`src/rtl/i2s_tx.sv`:
```
// I2S transmitter: one stereo pair per frame, MSB-first, timed by bck.
// Define I2S_TX_HOLD_EN to repeat the last pair on underrun instead of silence.
module i2s_tx #(
  parameter int WIDTH = 16,
  parameter int SLOT  = 32
) (
  input  logic             clk,
  input  logic             reset,
  input  logic             bck,
  input  logic [WIDTH-1:0] sample_l,
  input  logic [WIDTH-1:0] sample_r,
  input  logic             sample_valid,
  output logic             sample_ready,
  output logic             lrck,
  output logic             sdata,
  output logic             underrun
);

  localparam int CW = $clog2(2 * SLOT);
  localparam logic [CW-1:0] LAST   = CW'(2 * SLOT - 1);
  localparam logic [CW-1:0] SLOT_C = CW'(SLOT);
  localparam logic [CW-1:0] W_C    = CW'(WIDTH);
  localparam logic [WIDTH-1:0] ONE = WIDTH'(1);

  logic             bck_q;
  logic [CW-1:0]    cnt_q, cnt_d;
  logic             full_q, full_d;
  logic [WIDTH-1:0] stg_l_q, stg_l_d;
  logic [WIDTH-1:0] stg_r_q, stg_r_d;
  logic [WIDTH-1:0] sh_l_q, sh_l_d;
  logic [WIDTH-1:0] sh_r_q, sh_r_d;
  logic             lrck_q, lrck_d;
  logic             sdata_q, sdata_d;
  logic             und_q, und_d;

  logic             fall;
  logic             accept;
  logic             wrap;
  logic [CW-1:0]    k;
  logic [CW-1:0]    idx;
  logic [WIDTH-1:0] sel;
  logic [WIDTH-1:0] mask;

  always_comb begin
    fall    = bck_q & ~bck;
    accept  = sample_valid & ~full_q;
    wrap    = fall & (cnt_q == LAST);
    cnt_d   = cnt_q;
    full_d  = full_q;
    stg_l_d = stg_l_q;
    stg_r_d = stg_r_q;
    sh_l_d  = sh_l_q;
    sh_r_d  = sh_r_q;
    lrck_d  = lrck_q;
    sdata_d = sdata_q;
    und_d   = 1'b0;
    k       = '0;
    idx     = '0;
    sel     = '0;
    mask    = '0;

    if (accept) begin
      full_d  = 1'b1;
      stg_l_d = sample_l;
      stg_r_d = sample_r;
    end

    // accept needs ~full_q, a loading wrap needs full_q: never both
    if (wrap) begin
      if (full_q) begin
        sh_l_d = stg_l_q;
        sh_r_d = stg_r_q;
        full_d = 1'b0;
      end else begin
`ifdef I2S_TX_HOLD_EN
        sh_l_d = sh_l_q;
        sh_r_d = sh_r_q;
`else
        sh_l_d = '0;
        sh_r_d = '0;
`endif
        und_d = 1'b1;
      end
    end

    if (fall) begin
      cnt_d   = wrap ? '0 : cnt_q + 1'b1;
      lrck_d  = (cnt_d >= SLOT_C);
      k       = lrck_d ? cnt_d - SLOT_C : cnt_d;
      sel     = lrck_d ? sh_r_d : sh_l_d;
      idx     = W_C - k;
      mask    = ONE << idx;
      sdata_d = (k != '0) && (k <= W_C) && (|(sel & mask));
    end
  end

  always_ff @(posedge clk) begin
    if (reset) begin
      bck_q   <= 1'b0;
      cnt_q   <= LAST;
      full_q  <= 1'b0;
      stg_l_q <= '0;
      stg_r_q <= '0;
      sh_l_q  <= '0;
      sh_r_q  <= '0;
      lrck_q  <= 1'b1;
      sdata_q <= 1'b0;
      und_q   <= 1'b0;
    end else begin
      bck_q   <= bck;
      cnt_q   <= cnt_d;
      full_q  <= full_d;
      stg_l_q <= stg_l_d;
      stg_r_q <= stg_r_d;
      sh_l_q  <= sh_l_d;
      sh_r_q  <= sh_r_d;
      lrck_q  <= lrck_d;
      sdata_q <= sdata_d;
      und_q   <= und_d;
    end
  end

  assign sample_ready = ~full_q;
  assign lrck         = lrck_q;
  assign sdata        = sdata_q;
  assign underrun     = und_q;

endmodule
```
`config.mk`:
```
export PLATFORM = sky130hd
export DESIGN_NAME = i2s_tx
export DESIGN_NICKNAME = d
export VERILOG_FILES = /design/src/rtl/i2s_tx.sv
export SDC_FILE = /design/constraint.sdc
export NUM_CORES = 1
export LEC_CHECK = 0
export ABC_AREA = 1
export CORE_MARGIN = 4
export CORE_UTILIZATION = 40
export DETAILED_ROUTE_END_ITERATION = 12
export GPL_TIMING_DRIVEN = 0
export SKIP_LAST_GASP = 1
export SYNTH_ARGS = -nofsm -noshare
export SYNTH_HDL_FRONTEND = slang
export SYNTH_SLANG_ARGS = --single-unit
```
`constraint.sdc`:
```
create_clock -name clk -period 2.98 [get_ports clk]
set_input_delay 0.298 -clock clk [delete_from_list [all_inputs] [get_ports clk]]
set_output_delay 0.298 -clock clk [all_outputs]
set_load 0.03 [all_outputs]
```
==> reports/results.md, run 1 <==
| Parameter | Value |
|:---|:---|
| Run status | completed |
| Part of the total power dissipated in the clock network | 0.372 |
| Internal Power | 1.73 mW |
| Number of synthesized register bits | 75 |
| Number of vias per cell after detailed routing | 4.77 |
| Relative contribution of combinational cells to total power | 0.178 |
| Antenna cells | 0 |
| Total power after layout | 2.44 mW |
| Worst-path fanout max | 10 |
| Count of buffers inserted at the top-level ports | 39 |
| Clock Latency Late Sink | 360 ps |
| DR WL/cell | 12.7 um |
| # placed instances | 665 |
| Slew headroom | 0.627 |
| Number of violations reported at the end of detailed-routing iteration 0 | 105 |
| Final number of max-transition violations | 0 |
| Die height | 102 um |
| Vias in the first global route | 2931 |
| Cells taking the most area after synthesis | sky130_fd_sc_hd__dfxtp_1 43%, sky130_fd_sc_hd__nand2_1 13%, sky130_fd_sc_hd__nor2_1 13%, sky130_fd_sc_hd__o21ai_0 6.1%, sky130_fd_sc_hd__inv_1 5.7% |
| Remaining design rule violation count | 0 |
| Number of maximum-capacitance violations | 0 |
| Layout cells sized above 1 | 0.0694 |
| Transition time at the pin with the least slew margin | 559 ps |
| Maximum root-to-sink buffer count | 2 |
| CP most frequent cell | sky130_fd_sc_hd__nand2_1 |
| Area overhead of the layout relative to synthesis | 21.6% |
| Number of buffers inserted during clock tree synthesis | 9 |
| Overall overflow remaining after global route | 0 |
| Cell type group with the largest total delay on the critical path | simple AND/OR/NAND/NOR gates |
| CTS-repair resized insts | 0 |
| ANT nets after route | 0 |
| Total number of vias | 3251 |
| Nature of the critical path endpoint | register |
| Most congested layer reported by global routing | met2 |
| Syn Nets | 560 |
| Commonest non-fill, non-tap cell in the layout | sky130_fd_sc_hd__nand2_1 |
| Global routing usage summed across all routing layers | 0.176 |
| Largest stage delay on the critical path | 450 ps |
| Switching pwr | 0.709 mW |
| Cell type contributing the most total cell area after synthesis | sky130_fd_sc_hd__dfxtp_1 |
| RSZ-0062 raised after global routing | no |
| Detail Placement HPWL | 6.62 mm |
| Root cell of the clock tree | sky130_fd_sc_hd__clkbuf_8 |
| Sum of buffers and inverters on the critical path | 1 |
| Part of the cycle the worst path needs | 0.838 |
| Maximum clock skew at final layout | 12.7 ps |
| H-Tree Level Count | 3 |
| Worst-path clk slew | 80 ps |
| Netlist cell types | 28 |
| Maximum VDD drop | 0.241 mV |
| Netlist area before placement | 3500 um2 |
| Worst path required time | 3200 ps |
| Cell with the largest stage delay on the worst path | sky130_fd_sc_hd__dfxtp_1 |
| P per Cell Area | 573 nW/um2 |
| Fin Setup TNS | 0 ps |
| Crit Path Category | register to register |
| Final setup violation count | 0 |
| List of cells traversed by the critical path | ha_1 > nand2_2 > nor2_4 > nand3_4 > buf_6 > nand2_8 > nand2_2 > nand2_1 > nor2_1 > nand3_1 > nor2_1 > nor2_1 > nand3_1 > nand2_1 > nand2_1 > nand2_1 > a21oi_2 |
| Leakage power figure | 1.89 nW |
| Row Count | 33 |
| Hold/Removal Path Class | register to register |
| Sequential area share after synthesis | 0.429 |
| I/O pin count | 40 |
| Area of the placeable core | 8380 um2 |
| Area fraction of the dominant cell type after synthesis | 0.429 |
| Net switching share of the total power | 0.291 |
| Final Instance Count excl. Fillers | 681 |
| Average footprint of a synthesized cell | 6.72 um2 |
| Initial antenna violation count | 0 |
| Met3 layer usage reported by global route | 0.0420 |
| Critical Path AT | 2720 ps |
| Routability-driven placement congestion ratio | 0.850 |
| Largest net degree at the start of global routing | 15 |
| Reg power frac | 0.449 |
| Die outline width | 102 um |
| Total iterations of the first detailed-routing run | 5 |
| M2 GR Usage | 0.287 |
| Die outline area | 10300 um2 |
| Fmax | 0.401 GHz |
| Number of nets in the layout | 610 |
| Number of hold violations in the final report | 0 |
| Count of clock tree sinks | 75 |
| First-pass GRT wire length | 14.3 mm |
| TritonCTS clock tree | done |
| Starting density of the core | 0.418 |
| Met1 layer usage reported by global route | 0.235 |
| Total number of yosys warnings | 0 |
| Setup Fix Bufs, Post-CTS | 0 |
| Most frequent cells in the layout | 122 x sky130_fd_sc_hd__nand2_1, 119 x sky130_fd_sc_hd__nor2_1, 75 x sky130_fd_sc_hd__dfxtp_1 |
| Gate Count Post-Synth | 521 |
| Overall routed net length | 8.67 mm |
| CP Launch Type | register |
| Hold-fix buffers, CTS | 0 |
| Final min period | 2500 ps |
state kept, by name, indices dropped and copies added, names as in the netlist, 6 cells and up:
signal / cells
sh_l_q: 16
sh_r_q: 16
stg_r_q: 16
stg_l_q: 16
cnt_q: 6
power by group through the flow:
stage | clock, mW | combinational (mW) | sequential (mW)
floorplan | 0 | 0.300 | 1.11
global placement | 0 | 0.431 | 1.12
detailed placement | 0 | 0.433 | 1.12
CTS | 0.928 | 0.436 | 1.10
global route | 0.960 | 0.497 | 1.10
finish | 0.909 | 0.434 | 1.10
final timing paths:
check / slack (ps) / start / cells after the start / end
min: 460 / lrck / 2 / lrck
max: 480 / cnt_q[0] / 17 / sdata
max reg2reg: 480 / cnt_q[0] / 17 / sdata
min reg2reg: 460 / lrck / 2 / lrck
cell usage after synthesis:
cell type / instances
sky130_fd_sc_hd__o211ai_1: 2
sky130_fd_sc_hd__a211oi_1: 7
sky130_fd_sc_hd__buf_2: 5
sky130_fd_sc_hd__inv_2: 1
sky130_fd_sc_hd__buf_4: 1
sky130_fd_sc_hd__nor2_4: 1
sky130_fd_sc_hd__clkbuf_1: 17
sky130_fd_sc_hd__dfxtp_1: 75
sky130_fd_sc_hd__nand3_1: 20
sky130_fd_sc_hd__nor2_1: 119
sky130_fd_sc_hd__buf_1: 1
sky130_fd_sc_hd__nand2_2: 3
sky130_fd_sc_hd__nor3_1: 1
sky130_fd_sc_hd__nand4_1: 13
sky130_fd_sc_hd__o21ai_0: 43
sky130_fd_sc_hd__nand3_2: 4
sky130_fd_sc_hd__nand2_8: 1
sky130_fd_sc_hd__buf_6: 2
sky130_fd_sc_hd__o21ai_1: 13
sky130_fd_sc_hd__a21oi_1: 7
sky130_fd_sc_hd__ha_1: 3
sky130_fd_sc_hd__inv_1: 53
sky130_fd_sc_hd__a21oi_2: 1
sky130_fd_sc_hd__nor2_2: 2
sky130_fd_sc_hd__nand3_4: 2
sky130_fd_sc_hd__or2_2: 1
sky130_fd_sc_hd__nand2_1: 122
sky130_fd_sc_hd__xor2_1: 1
per-layer routing:
layer  wire length [um]  share of wire
met5                  0              0
met4                 87          0.010
met3                397          0.046
met2               3990           0.46
met1               4200           0.48
area by class of cell:
class | instances | area, um2
Multi-Input combinational cell | 366 | 1670
Fill cell | 877 | 4130
Buffer | 26 | 123
Timing Repair Buffer | 39 | 390
Tap cell | 105 | 131
Inverter | 54 | 203
Clock inverter | 6 | 95.1
Clock buffer | 10 | 138
Sequential cell | 75 | 1500
stage by stage:
step / hold slack, ps / utilization / setup WS (ps) / instance area, um2
2_1_floorplan: 405 / - / 922 / 3500
3_3_place_gp: 438 / 0.480 / 306 / 4020
3_5_place_dp: 442 / 0.480 / 316 / 4020
4_1_cts: 458 / 0.508 / 496 / 4250
5_1_grt: 484 / 0.508 / 230 / 4250
6_report: 457 / 0.508 / 484 / 4250
worst min-delay path: cells and delay by family, from the launching register on:
kind	cells	cell delay, ps
simple gates	2	110
flops	1	310
cell families (layout without fill, tap and decap cells):
logic type,after synthesis,after routing,synth area share
flip-flops,75,75,0.429
AO/OA/AOI/OAI,73,73,0.112
AND/OR/NAND/NOR,289,289,0.353
XOR/XNOR,1,1,0.00250
adder cells (fa/ha/maj),3,3,0.0107
buffers and inverters,80,135,0.0930
Power figures use the tool's default switching activity.
==> run 2: changes to the inputs <==
clock period = 2.44 ns   (was 2.98 ns; I/O delays follow)
==> run 2 against run 1 <==
  * Non-clock buffer count grew 7
  * Cell count grew 1.0%
  * Sequential cell count is the same
  * Via count grew 0.18%
  * Design area grew 3.1%
  * Sequential share of layout area shrank 0.95 points
  * Setup slack lost 350 ps
  * Largest power group unchanged
  * Total power grew 23%
  * Combinational power grew 30%
==> reports/results.md, run 2 (synthesized netlist as in run 1, its figures left out) <==
| Parameter | Value | Change |
|:---|:---|:---|
| Run status | completed |  |
| Length in cells of the worst reg-to-reg path | 17 | unchanged |
| Count of buffers inserted at the top-level ports | 39 | unchanged |
| Most frequent cells in the layout | 121 x sky130_fd_sc_hd__nand2_1, 117 x sky130_fd_sc_hd__nor2_1, 73 x sky130_fd_sc_hd__dfxtp_1 |  |
| Die height | 102 um | unchanged |
| Worst-case hold path end point | bck_q |  |
| Slack of the critical path | 137 ps | -347 ps |
| Layout cells sized above 1 | 0.0943 | +0.0249 |
| Critical Path AT | 2590 ps | -130 ps |
| CP Launch Type | input port |  |
| Crit Path Category | input port to register |  |
| Metal1 wirelength | 4.30 mm | +2.3% |
| Root cell of the clock tree | sky130_fd_sc_hd__clkbuf_8 |  |
| Part of the cycle the worst path needs | 0.944 |  |
| Routed length on met3 | 354 um | -11% |
| Fmax | 0.434 GHz |  |
| Worst-path fanout max | 10 | unchanged |
| Global routing usage summed across all routing layers | 0.176 | unchanged |
| Slew headroom | 0.622 | -0.00524 |
| Maximum clock skew at final layout | 8.95 ps | -3.71 ps |
| TritonCTS clock tree | done |  |
| Final min period | 2300 ps |  |
| First-pass GRT wire length | 14.3 mm | unchanged |
| Hold depth | 3 | +1 |
| R2r endpoint | sdata |  |
| Largest net degree at the start of global routing | 15 | unchanged |
| Number of vias per cell after detailed routing | 4.73 | -0.83% |
| Number of nets in the layout | 617 | +1.1% |
| Number of buffers inserted during clock tree synthesis | 9 | unchanged |
| Final number of max-transition violations | 0 | unchanged |
| Detail Placement HPWL | 6.62 mm | unchanged |
| Maximum VDD drop | 0.288 mV | +20% |
| Area overhead of the layout relative to synthesis | 25.3% |  |
| Wire length on met2 | 4.02 mm | +0.73% |
| Worst-path clk slew | 80 ps | about the same |
| Hold-fix buffers, CTS | 0 | unchanged |
| Number of maximum-capacitance violations | 0 | unchanged |
| Total iterations of the first detailed-routing run | 4 | -1 |
| Overall overflow remaining after global route | 0 | unchanged |
| Area of the placeable core | 8380 um2 | unchanged |
| Setup slack, reg-to-reg | 150 ps | -330 ps |
| Die outline area | 10300 um2 | unchanged |
| Routability-driven placement congestion ratio | 0.850 | unchanged |
| Setup WS pre-CTS | -170 ps | -486 ps |
| Worst flop-to-flop path startpoint | cnt_q[0] |  |
| Starting density of the core | 0.418 | unchanged |
| Hold/Removal Path Class | input port to register |  |
| Number of violations reported at the end of detailed-routing iteration 0 | 113 | +7.6% |
| Die outline width | 102 um | unchanged |
| Maximum root-to-sink buffer count | 2 | unchanged |
| H-Tree Level Count | 3 | unchanged |
| Highest routed metal layer | met4 |  |
| Commonest non-fill, non-tap cell in the layout | sky130_fd_sc_hd__nand2_1 |  |
| Overall routed net length | 8.75 mm | +0.83% |
| Count of clock tree sinks | 75 | unchanged |
| Clock Latency Late Sink | 360 ps | about the same |
| Remaining design rule violation count | 0 | unchanged |
| Antenna cells | 0 | unchanged |
| Final setup violation count | 0 | unchanged |
| Fin Setup TNS | 0 ps | unchanged |
| Row Count | 33 | unchanged |
| Worst path required time | 2730 ps | -470 ps |
| Leakage power figure | 1.93 nW | +2.4% |
| Vias in the first global route | 2931 | unchanged |
| ANT nets after route | 0 | unchanged |
| DR WL/cell | 12.7 um | -0.20% |
| RSZ-0062 raised after global routing | no |  |
| Nature of the critical path endpoint | register |  |
| I/O pin count | 40 | unchanged |
| Total number of vias | 3257 | +0.18% |
| Number of hold violations in the final report | 0 | unchanged |
| P per Cell Area | 684 nW/um2 | +19% |
| Initial antenna violation count | 0 | unchanged |
| Hold path startpoint | bck |  |
| Transition time at the pin with the least slew margin | 567 ps | +7.86 ps |
==> run 2: what timing repair did <==
item	CTS	global route
buffers inserted	0	6
resized for setup	1	17
pin swaps	0	2
gates cloned	0	1
endpoints found under the setup margin	1	1
==> run 2: how the worst max path moves through the flow <==
| stage | from | end | slack, ps |
|---|---|---|---|
| 2_1_floorplan | cnt_q[0] | sdata | 380 |
| 3_3_place_gp | bck | sdata | -180 |
| 3_5_place_dp | bck | sdata | -170 |
| 4_1_cts | cnt_q[0] | sdata | 40 |
| 5_1_grt | bck_q | sdata | 9 |
| 6_report | bck | sdata | 140 |
==> run 2: cell type report <==
class | count | area, um2
fill | 869 | 4000
multi-input combinational | 366 | 1710
sequential | 75 | 1510
timing repair buffer | 46 | 464
inverter | 54 | 209
clock buffer | 10 | 138
buffer | 26 | 134
tap | 105 | 131
clock inverter | 6 | 95.1
==> run 2: per-layer routing <==
metal  vias up  global-route usage
met5         -                   0
li1       1757                   -
met3         7              0.0420
met2        47               0.287
met1      1446               0.235
met4         0              0.0460
==> run 2: worst max-delay path, cell delays in order <==
cell                              delay [ps]
sky130_fd_sc_hd__clkdlybuf4s50_1         430
sky130_fd_sc_hd__nor2_2                  410
sky130_fd_sc_hd__nand3_4                 240
sky130_fd_sc_hd__buf_6                   180
sky130_fd_sc_hd__clkbuf_16               140
sky130_fd_sc_hd__nand3_2                  70
sky130_fd_sc_hd__nand2_2                  80
sky130_fd_sc_hd__nor2_1                  100
sky130_fd_sc_hd__nand3_1                 120
sky130_fd_sc_hd__nor2_1                  140
sky130_fd_sc_hd__nor2_2                   40
sky130_fd_sc_hd__nand3_1                  90
sky130_fd_sc_hd__nand2_1                  60
sky130_fd_sc_hd__nand2_1                  60
sky130_fd_sc_hd__nand2_1                  70
sky130_fd_sc_hd__a21oi_2                 100
==> run 2: stage by stage <==
step / power, mW / area (um2) / hold WS (ps) / instances / util
2_1_floorplan: 1.72 / 3500 / 351 / 521 / -
3_3_place_gp: 1.89 / 4020 / 438 / 665 / 0.480
3_5_place_dp: 1.90 / 4020 / 442 / 665 / 0.480
4_1_cts: 3.00 / 4260 / 449 / 681 / 0.508
5_1_grt: 3.16 / 4390 / 473 / 688 / 0.523
6_report: 3.00 / 4390 / 455 / 688 / 0.523
==> run 2: report_power, final <==
| group | switching [mW] | leakage (nW) | internal [mW] | total [mW] |
|---|---|---|---|---|
| registers | 0.0403 | 0.615 | 1.30 | 1.34 |
| clock network | 0.486 | 0.117 | 0.614 | 1.10 |
| logic | 0.341 | 1.20 | 0.222 | 0.563 |
==> run 3: changes to the inputs <==
SKIP_LAST_GASP = default   (was 1)
==> results of run 3 <==
The final DEF is identical to that of run 2; final timing and power are the same.
